`config.mk`:
```
export PLATFORM = sky130hd
export DESIGN_NAME = ssd_scan_mux
export DESIGN_NICKNAME = d
export VERILOG_FILES = /design/src/rtl/ssd_pkg.sv /design/src/rtl/ssd_refresh_timer.sv /design/src/rtl/ssd_scan_mux.sv
export SDC_FILE = /design/constraint.sdc
export NUM_CORES = 1
export LEC_CHECK = 0
export BUFFER_PORTS_ARGS = -buffer_cell sky130_fd_sc_hd__buf_2
export CAP_MARGIN = 20
export CORE_MARGIN = 2
export CORE_UTILIZATION = 40
export DETAILED_ROUTE_END_ITERATION = 10
export PLACE_DENSITY = 0.64
export SYNTH_ARGS = -nofsm -noshare
export SYNTH_HDL_FRONTEND = slang
export SYNTH_SLANG_ARGS = --single-unit
```
`constraint.sdc`:
```
create_clock -name clk -period 2.4 [get_ports clk]
set_clock_uncertainty 0.2 [all_clocks]
set_input_delay 0.24 -clock clk [delete_from_list [all_inputs] [get_ports clk]]
set_output_delay 0.24 -clock clk [all_outputs]
set_load 0.005 [all_outputs]
```
`src/rtl/ssd_pkg.sv`:
```
// Shared constants and types for the seven-segment display path
// (scan mux, refresh timer, decoder and the top-level display wrapper).
package ssd_pkg;

  localparam int SSD_N_DIGITS_DEF    = 8;
  localparam int SSD_REFRESH_DIV_DEF = 100000;
  localparam int SSD_BLANK_CYC_DEF   = 1000;

  // Index width never drops to zero, so a single-digit display still has a port.
  function automatic int ssd_idx_width(input int n);
    return (n > 1) ? $clog2(n) : 1;
  endfunction

  localparam int SSD_IDX_W_DEF = ssd_idx_width(SSD_N_DIGITS_DEF);

  typedef logic [SSD_IDX_W_DEF-1:0] digit_idx_t;

  localparam logic [SSD_N_DIGITS_DEF-1:0] ANODE_OFF = {SSD_N_DIGITS_DEF{1'b1}};

endpackage

```
`src/rtl/ssd_refresh_timer.sv`:
```
// Slot/digit scan timer: cnt walks one digit slot, idx walks the digits of a frame.
module ssd_refresh_timer
  import ssd_pkg::*;
#(
  parameter int N_DIGITS    = SSD_N_DIGITS_DEF,
  parameter int REFRESH_DIV = SSD_REFRESH_DIV_DEF,
  parameter int BLANK_CYC   = SSD_BLANK_CYC_DEF,
  localparam int IDX_W      = ssd_idx_width(N_DIGITS),
  localparam int CNT_W      = $clog2(REFRESH_DIV)
) (
  input  logic             clk,
  input  logic             rst_n,
  output logic [IDX_W-1:0] idx,
  output logic             slot_last,
  output logic             blank,
  output logic             frame_last
);

  logic [CNT_W-1:0] cnt;

  always_ff @(posedge clk) begin
    if (!rst_n) begin
      cnt <= '0;
      idx <= '0;
    end else if (slot_last) begin
      cnt <= '0;
      idx <= frame_last ? '0 : idx + 1'b1;
    end else begin
      cnt <= cnt + 1'b1;
    end
  end

  // frame_last marks the final digit slot; the frame boundary is slot_last within it.
  assign slot_last  = (cnt == CNT_W'(REFRESH_DIV - 1));
  assign frame_last = (idx == IDX_W'(N_DIGITS - 1));
  assign blank      = (cnt < CNT_W'(BLANK_CYC));

endmodule

```
`src/rtl/ssd_scan_mux.sv`:
```
// Double-buffered multi-digit hex scanner feeding the 7-segment decoder.
// Optional leading-zero suppression: define SSD_LEADING_ZERO_BLANK_EN.
module ssd_scan_mux
  import ssd_pkg::*;
#(
  parameter int N_DIGITS    = SSD_N_DIGITS_DEF,
  parameter int REFRESH_DIV = SSD_REFRESH_DIV_DEF,
  parameter int BLANK_CYC   = SSD_BLANK_CYC_DEF,
  localparam int IDX_W      = ssd_idx_width(N_DIGITS)
) (
  input  logic                  clk,
  input  logic                  rst_n,
  input  logic                  load,
  input  logic [4*N_DIGITS-1:0] din,
  output logic [3:0]            digit_bcd,
  output logic [N_DIGITS-1:0]   an_n,
  output logic [IDX_W-1:0]      digit_idx,
  output logic                  update_pending,
  output logic                  frame_tick
);

  logic [IDX_W-1:0]      idx;
  logic                  slot_last;
  logic                  blank;
  logic                  frame_last;
  logic                  boundary;
  logic [4*N_DIGITS-1:0] disp_reg;
  logic [4*N_DIGITS-1:0] pend_reg;
  logic [N_DIGITS-1:0]   an_next;

  ssd_refresh_timer #(
    .N_DIGITS    (N_DIGITS),
    .REFRESH_DIV (REFRESH_DIV),
    .BLANK_CYC   (BLANK_CYC)
  ) u_timer (
    .clk        (clk),
    .rst_n      (rst_n),
    .idx        (idx),
    .slot_last  (slot_last),
    .blank      (blank),
    .frame_last (frame_last)
  );

  assign boundary = slot_last && frame_last;

`ifdef SSD_LEADING_ZERO_BLANK_EN
  logic [N_DIGITS-1:0] lz_mask;

  // Sweep down from the top digit; a digit stays dark while everything above it is zero.
  always_comb begin : lz_scan
    logic zero_above;
    lz_mask    = '0;
    zero_above = 1'b1;
    for (int k = N_DIGITS - 1; k > 0; k--) begin
      zero_above = zero_above && (disp_reg[4*k +: 4] == 4'h0);
      lz_mask[k] = zero_above;
    end
  end
`endif

  always_comb begin
    an_next = '1;
    if (!blank) an_next[idx] = 1'b0;
`ifdef SSD_LEADING_ZERO_BLANK_EN
    an_next = an_next | lz_mask;
`endif
  end

  // A load on the boundary cycle wins over the older pending value.
  always_ff @(posedge clk) begin
    if (!rst_n) begin
      disp_reg       <= '0;
      pend_reg       <= '0;
      update_pending <= 1'b0;
      frame_tick     <= 1'b0;
      an_n           <= '1;
      digit_bcd      <= 4'h0;
      digit_idx      <= '0;
    end else begin
      frame_tick <= boundary;
      if (boundary) begin
        if (load)                disp_reg <= din;
        else if (update_pending) disp_reg <= pend_reg;
        update_pending <= 1'b0;
      end else if (load) begin
        pend_reg       <= din;
        update_pending <= 1'b1;
      end
      an_n      <= an_next;
      digit_bcd <= disp_reg[{idx, 2'b00} +: 4];
      digit_idx <= idx;
    end
  end

endmodule
```
Word level (Yosys, flattened, before mapping):

Cells that the tools add are included.

* add/subtract/negate cells: 2
* $lt $le $gt $ge: 3
* equal/unequal tests: 2
* shifts and indexed selects: 1
* multiplexer cells: 5
* bitwise logic cells: 3
* reductions and logical operators: 8

Operator list (count)
* 32-bit two-way mux: 2
* 32-bit by 6-bit variable part select with 4-bit output: 1
* 17-bit by 1-bit adder with 17-bit output (second input constant): 1
* 17-bit == test (second input constant): 1
* 17-bit by 10-bit less-than comparator with 1-bit output (second input constant): 1
* 8-bit NOT: 1
* 2-bit OR reduction: 3
* 3-bit by 4-bit less-than comparator with 1-bit output (second input constant): 1
* 2-bit AND reduction: 2
* 3-bit by 1-bit adder with 3-bit output (second input constant): 1
* 1-bit demux with 3-bit select: 1
* 3-bit == test (second input constant): 1
* 3-bit by 1-bit >= comparator with 1-bit output (second input constant): 1
* 3-bit two-way mux: 1
* 1-bit logical AND: 2
* 1-bit NOT: 2
* 2-bit nonzero test: 1
* 1-bit two-way mux: 1

* bits in registers: 101
* input bits: 35
* output and inout bits: 17
* logic and storage cells: 33

Logic depth before layout (Yosys ltp):

Gate-level depths: netlist (run 1).

* word-level depth: 5
* mapped depth: 9
* depth with buffers taken out: 5

Modules after synthesis:

From an unflattened synthesis (run 1), not the netlist that was laid out.

* cells, all modules: 464
* area total of the unflattened synthesis: 4391.7 um^2

By module, submodules not included
* ssd_scan_mux: times used 1, cells an instance 356, area an instance 3459.6 um^2, seq. area each 1621.6 um^2
* ssd_refresh_timer: times used 1, cells an instance 108, area an instance 932.1 um^2, seq. area each 400.4 um^2

Worst setup path before layout (run 1):

OpenSTA, ideal clock, no wires.

* path kind: flip-flop to flip-flop
* start: register u_timer.cnt[0]
* end: register disp_reg[11]
* library setup time: 116 ps
* data arrival time: 1558 ps
* required time: 2084 ps
* path slack: 526 ps
* stages on the path, launching flop included: 9
* path buffers: 3
* clock period less this slack: 1874 ps
* path through: dfxtp_1 > ha_1 > and4_1 > buf_2 > and4_1 > buf_4 > and2_4 > buf_12 > o21ai_2

* longest elaborated chain between the ends: 3

RTL lines
* from (decl): line ssd_refresh_timer.sv:19 `logic [CNT_W-1:0] cnt;`
* from (signal assigned): line ssd_refresh_timer.sv:29 `cnt <= cnt + 1'b1;`
* 17-bit == test: line ssd_refresh_timer.sv:34 `assign slot_last = (cnt == CNT_W'(REFRESH_DIV - 1));`
* 1-bit logical AND: line ssd_scan_mux.sv:44 `assign boundary = slot_last && frame_last;`
* 2-bit AND reduction (no line)
* to (signal assigned): line ssd_scan_mux.sv:82 `if (load) disp_reg <= din;`
* to (signal assigned): line ssd_scan_mux.sv:83 `else if (update_pending) disp_reg <= pend_reg;`
* to (decl): line ssd_scan_mux.sv:27 `logic [4*N_DIGITS-1:0] disp_reg;`

Every way passes these cells.
A chain may end at the register's enable or synchronous reset.

Worst setup path in the final report (run 1):

* start: register u_timer.cnt[0]
* end: register disp_reg[1]

Same word-level chain as after synthesis.

==> results of run 1 <==
metrics by stage:
stage,hold WS (ns),instances
3_3_place_gp,0.250,757
3_5_place_dp,0.252,757
4_1_cts,0.0566,805
2_1_floorplan,0.190,578
6_report,0.0634,805
5_1_grt,0.0622,805
layout make-up:
type                    count  area [sq um]  share of cell area, %
inverters                   2          7.51                  0.120
multi-input cells         407          2890                   46.3
clock buffers              10           239                   3.83
well taps                 176           220                   3.53
clock inverters             6          68.8                   1.10
flip-flops and latches    101          2020                   32.4
repair buffers            103           793                   12.7
routing by layer:
metal | vias up | global-route usage (%) | routed length, um
met5 | - | 0 | 0
li1 | 2279 | - | -
met4 | 0 | 6.03 | 232
met3 | 18 | 3.56 | 670
met1 | 2225 | 26.1 | 6140
met2 | 135 | 29.7 | 5980
layout by cell type (no fill, tap or decap), types with 17 or more instances in the layout:
cell,netlist,routed
buf_2,12,49
buf_4,5,17
dfxtp_1,101,101
dlygate4sd3_1,0,32
mux2_2,32,32
nand2_1,45,45
nand3_1,39,39
nand3b_1,32,32
nand4_1,134,134
nor2_1,22,21
o21ai_2,30,30
power by group:
| part | switching (mW) | internal, mW |
|---|---|---|
| combinational | 0.172 | 0.167 |
| clock | 0.666 | 0.847 |
| sequential | 0.0422 | 1.73 |
worst register-to-register path, delay by kind of cell (launching register included):
kind	cells	cell delay [ns]
AO/OA/AOI/OAI	1	0.11
adder cells (fa/ha/maj)	1	0.25
buffers and inverters	1	0.19
flip-flops	1	0.37
AND/OR/NAND/NOR	3	0.90
timing repair:
action | in CTS | in global routing
hold endpoints to repair | 32 | 0
hold buffers | 32 | 0
buffers inserted | 0 | 0
kinds of logic (layout without fill, tap and decap cells):
family                   Yosys count  in the layout
AO/OA/AOI/OAI                     43             43
XOR/XNOR                          14             14
adder cells (fa/ha/maj)            3              3
buffers and inverters             70            121
flip-flops                       101            101
multiplexers                      43             43
AND/OR/NAND/NOR                  304            304
final timing paths:
path                        from            to  slack, ns  depth (start not counted)
hold reg to reg     disp_reg[29]  disp_reg[29]       0.26                          2
hold / removal             rst_n   disp_reg[2]       0.06                          3
setup reg to reg  u_timer.cnt[0]   disp_reg[1]       0.26                          6
setup / recovery  u_timer.cnt[0]   disp_reg[1]       0.26                          6
==> results.sh, run 1 <==
export IMPL_syn_inst=578
export IMPL_path_class="reg -> reg"
export IMPL_clock_root_buffer="clkbuf_16"
export IMPL_fp_coreArea_sq_um=13100
export IMPL_wl_mm=13.0
export IMPL_synth_seq_cells=101
export IMPL_p_per_area_nw_per_um2=581
export IMPL_clk_pin_slew_ns=0.07
export IMPL_grt_pass1_vias=4391
export IMPL_die_area_sq_um=14300
export IMPL_initial_core_util_pct=40.8
export IMPL_tritoncts="done"
export IMPL_grt_max_degree=112
export IMPL_synth_most_common_cell="nand4_1"
export IMPL_worstPathArrival_ns=2.17
export IMPL_relSlewSlack_pct=69.3
export IMPL_design_area_sq_um=6240
export IMPL_vdd_drop_max_uv=397
export IMPL_placed_cell_area_sq_um=5610
export IMPL_dr_pass1_iters=8
export IMPL_ys_seq_area_share_pct=37.8
export IMPL_setup_tns_final_ns=0
export IMPL_io_pin_count=52
export IMPL_synth_simple_area_share_pct=33.8
export IMPL_synth_nets=616
export IMPL_synth_compound_area_share_pct=6.43
export IMPL_synth_edf_count=0
export IMPL_areaGrowthSynthToFinish_pct=16.5
export IMPL_cp_cell_sequence="ha_1 -> and4_1 -> and4_2 -> and2_4 -> buf_12 -> o21ai_0"
export IMPL_final_hold_viol_count=0
export IMPL_start_kind="flip-flop"
export IMPL_port_buffers=51
export IMPL_vias_per_cell=5.79
export IMPL_drv_slew=0
export IMPL_finalCritPeriodShare_pct=89.0
export IMPL_place_gp_congestion=0.845
export IMPL_cts_buffers=9
export IMPL_hpwl_mm=8.63
export IMPL_rsz0062_at_grt="false"
export IMPL_synthAdderAreaFrac_pct=0.701
export IMPL_worst_slack_ns=0.264
export IMPL_final_fill_count=1254
export IMPL_ys_warn_count=0
export IMPL_syn_avg_cell_area_sq_um=9.26
export IMPL_critPathMaxFanout=16
export IMPL_post_route_cells_drive_above_1_share_pct=27.0
export IMPL_pre_cts_ws_ns=0.257
export IMPL_worst_path_largest_cell_delay_ns=0.37
export IMPL_clock_sinks=101
export IMPL_num_nets_final=662
export IMPL_yosys_area_share_xor_xnor_pct=2.29
export IMPL_yosys_area_top_type_share_pct=37.8
export IMPL_fin_total_pwr_mw=3.63
export IMPL_dieWidth_um=120
export IMPL_tightest_slew_ns=0.459
export IMPL_slowest_stage="dfxtp_1"
export IMPL_die_height_um=120
export IMPL_synth_commonest_cells="nand4_1 (134), dfxtp_1 (101), nand2_1 (45)"
export IMPL_post_drt_wl_per_cell_um=16.2
export IMPL_end_kind="flip-flop"
export IMPL_p_leak_nw=2.23
export IMPL_grt_ovfl_total=0
export IMPL_crit_buf_inv=1
export IMPL_antennaDiodeCount=0
export IMPL_synth_area_top_cells="dfxtp_1 (38%), nand4_1 (16%), mux2_2 (6.7%), o21ai_2 (4.9%), nand3b_1 (4.5%)"
export IMPL_synthMuxAreaShare_pct=10.7
export IMPL_grt_util_all_layers_pct=18.8
export IMPL_async_reset_ff_share_pct=0
export IMPL_max_freq_mhz=468
export IMPL_crit_family="simple AND/OR/NAND/NOR gates"
export IMPL_drc=0
export IMPL_status="complete, no violations"
export IMPL_cts_resized=0
export IMPL_final_antenna_net_count=0
export IMPL_synth_top_family_by_area="simple AND/OR/NAND/NOR gates"
export IMPL_min_period_ns=2.14
export IMPL_clockBufferDepth=2
export IMPL_grt_pass1_wl_mm=22.1
export IMPL_syn_cell_area_sq_um=5350
export IMPL_synth_cell_types=50
export IMPL_antenna_found_initial=0
export IMPL_row_count=42
export IMPL_worst_ep_required_time_ns=2.43
export IMPL_synthFlopType="dfxtp_1"
export IMPL_setup_viol=0
export IMPL_insertion_delay_ns=0.35
export IMPL_yosys_area_top_type="dfxtp_1"
export IMPL_dr_total_vias=4657
export IMPL_htree_levels=3
export IMPL_hp_class="in -> reg"
export IMPL_cap_violations=0
export IMPL_final_util_pct=47.5
export IMPL_drt_iter0_markers=289
Power figures use the tool's default switching activity.
==> run 2, diff against run 1 <==
--- a/config.mk
+++ b/config.mk
@@ -10,6 +10,7 @@
 export CORE_MARGIN = 2
 export CORE_UTILIZATION = 40
 export DETAILED_ROUTE_END_ITERATION = 10
+export HOLD_SLACK_MARGIN = 0.08
 export PLACE_DENSITY = 0.64
 export SYNTH_ARGS = -nofsm -noshare
 export SYNTH_HDL_FRONTEND = slang
==> results.sh, run 2 (same netlist as run 1, synthesis figures left out) <==
export IMPL_die_area_sq_um=14300
export IMPL_grt_util_all_layers_pct=18.9
export IMPL_num_nets_final=663
export IMPL_fin_cells=806
export IMPL_grt_max_degree=112
export IMPL_grt_ovfl_total=0
export IMPL_cts_buffers=9
export IMPL_min_period_ns=2.15
export IMPL_final_fill_count=1253
export IMPL_final_util_pct=47.6
export IMPL_worstPathArrival_ns=2.18
export IMPL_clk_pin_slew_ns=0.07
export IMPL_post_cts_buffers=0
export IMPL_post_drt_wl_per_cell_um=16.1
export IMPL_reg2reg_depth=6
export IMPL_clockBufferDepth=2
export IMPL_insertion_delay_ns=0.35
export IMPL_grt_pass1_wl_mm=22.1
export IMPL_cap_violations=0
export IMPL_relSlewSlack_pct=69.4
export IMPL_row_count=42
export IMPL_grt_pass1_vias=4394
export IMPL_setup_viol=0
export IMPL_hp_class="in -> reg"
export IMPL_finalCritPeriodShare_pct=89.5
export IMPL_hpwl_mm=8.63
export IMPL_r2r_slack_ns=0.25
export IMPL_placedCellCount=757
export IMPL_rsz0062_at_grt="false"
export IMPL_initial_core_util_pct=40.8
export IMPL_cts_resized=0
export IMPL_endpoint="disp_reg[1]"
export IMPL_crit_start="u_timer.cnt[0]"
export IMPL_clock_sinks=101
export IMPL_status="complete, no violations"
export IMPL_worst_slack_ns=0.253
export IMPL_drt_iter0_markers=306
export IMPL_clock_root_buffer="clkbuf_16"
export IMPL_place_gp_congestion=0.845
export IMPL_post_route_cells_drive_above_1_share_pct=27.0
export IMPL_wl_mm=13.0
export IMPL_critPathMaxFanout=16
export IMPL_start_kind="flip-flop"
export IMPL_vdd_drop_max_uv=395
export IMPL_htree_levels=3
export IMPL_tritoncts="done"
export IMPL_drv_slew=0
export IMPL_areaGrowthSynthToFinish_pct=16.7
export IMPL_worst_ep_required_time_ns=2.43
export IMPL_port_buffers=51
export IMPL_layout_commonest_cell="nand4_1"
export IMPL_antenna_found_initial=0
export IMPL_vias_per_cell=5.78
export IMPL_die_height_um=120
export IMPL_tightest_slew_ns=0.457
export IMPL_p_per_area_nw_per_um2=580
export IMPL_timing_hold_ws_ns=0.0907
export IMPL_dr_total_vias=4655
export IMPL_min_from="load"
export IMPL_final_hold_viol_count=0
export IMPL_dr_pass1_iters=5
export IMPL_fp_coreArea_sq_um=13100
export IMPL_antennaDiodeCount=0
export IMPL_final_antenna_net_count=0
export IMPL_dieWidth_um=120
export IMPL_path_class="reg -> reg"
export IMPL_setup_tns_final_ns=0
export IMPL_drc=0
export IMPL_p_leak_nw=2.24
export IMPL_rr_startpoint="u_timer.cnt[0]"
export IMPL_r2r_end="disp_reg[1]"
export IMPL_max_freq_mhz=466
export IMPL_holdBufCountCts=33
export IMPL_io_pin_count=52
export IMPL_end_kind="flip-flop"
export IMPL_pre_cts_ws_ns=0.257
export IMPL_layout_common_cells="nand4_1 (134), dfxtp_1 (101), buf_2 (49), nand2_1 (45), nand3_1 (39)"
## run 2: changes by cell type in the layout (fill, tap and decap cells not counted), sizes merged
cell | before | now
dlygate4sd3 | 32 | 33
## run 2: through the flow
stage | cell area [sq um] | power [mW]
after floorplan | 5350 | 2.01
after global placement | 5610 | 2.09
after detailed placement | 5610 | 2.11
after CTS | 6250 | 3.66
after global routing | 6250 | 3.77
final | 6250 | 3.62
## run 2: worst min-delay path by stage
stage | to | slack [ns] | cells past startpoint
floorplan | pend_reg[28] | 0.19 | 2
global placement | u_timer.cnt[0] | 0.25 | 1
detailed placement | disp_reg[22] | 0.25 | 2
CTS | pend_reg[21] | 0.09 | 3
global route | pend_reg[2] | 0.12 | 3
finish | pend_reg[21] | 0.09 | 3
## run 2: critical path, cell delays in order (launching register included)
cell and delay, ns:
dfxtp_1 0.37, ha_1 0.25, and4_1 0.33, and4_2 0.31, and2_4 0.28, buf_12 0.19, o21ai_0 0.10
## run 2: routing by layer
layer	vias up	routed length, um	part of all wire [%]	track usage (%)
li1	2289	-	-	-
met1	2218	6100	47	26.1
met2	134	6040	46	29.8
met3	14	658	5.1	3.56
met4	0	200	1.5	6.03
met5	-	0	0	0
## run 2: area by class of cell
| type | instances | area [sq um] | area share (%) |
|---|---|---|---|
| clock buffers | 10 | 239 | 3.82 |
| multi-input cells | 407 | 2890 | 46.2 |
| repair buffers | 104 | 803 | 12.9 |
| inverters | 2 | 7.51 | 0.120 |
| clock inverters | 6 | 68.8 | 1.10 |
| well taps | 176 | 220 | 3.52 |
| flip-flops and latches | 101 | 2020 | 32.4 |
## run 2: report_power, final
group | switching, mW | internal (mW) | leakage (nW)
registers | 0.0427 | 1.73 | 0.824
clock network | 0.662 | 0.847 | 0.150
logic | 0.172 | 0.168 | 1.26
total | 0.877 | 2.75 | 2.24
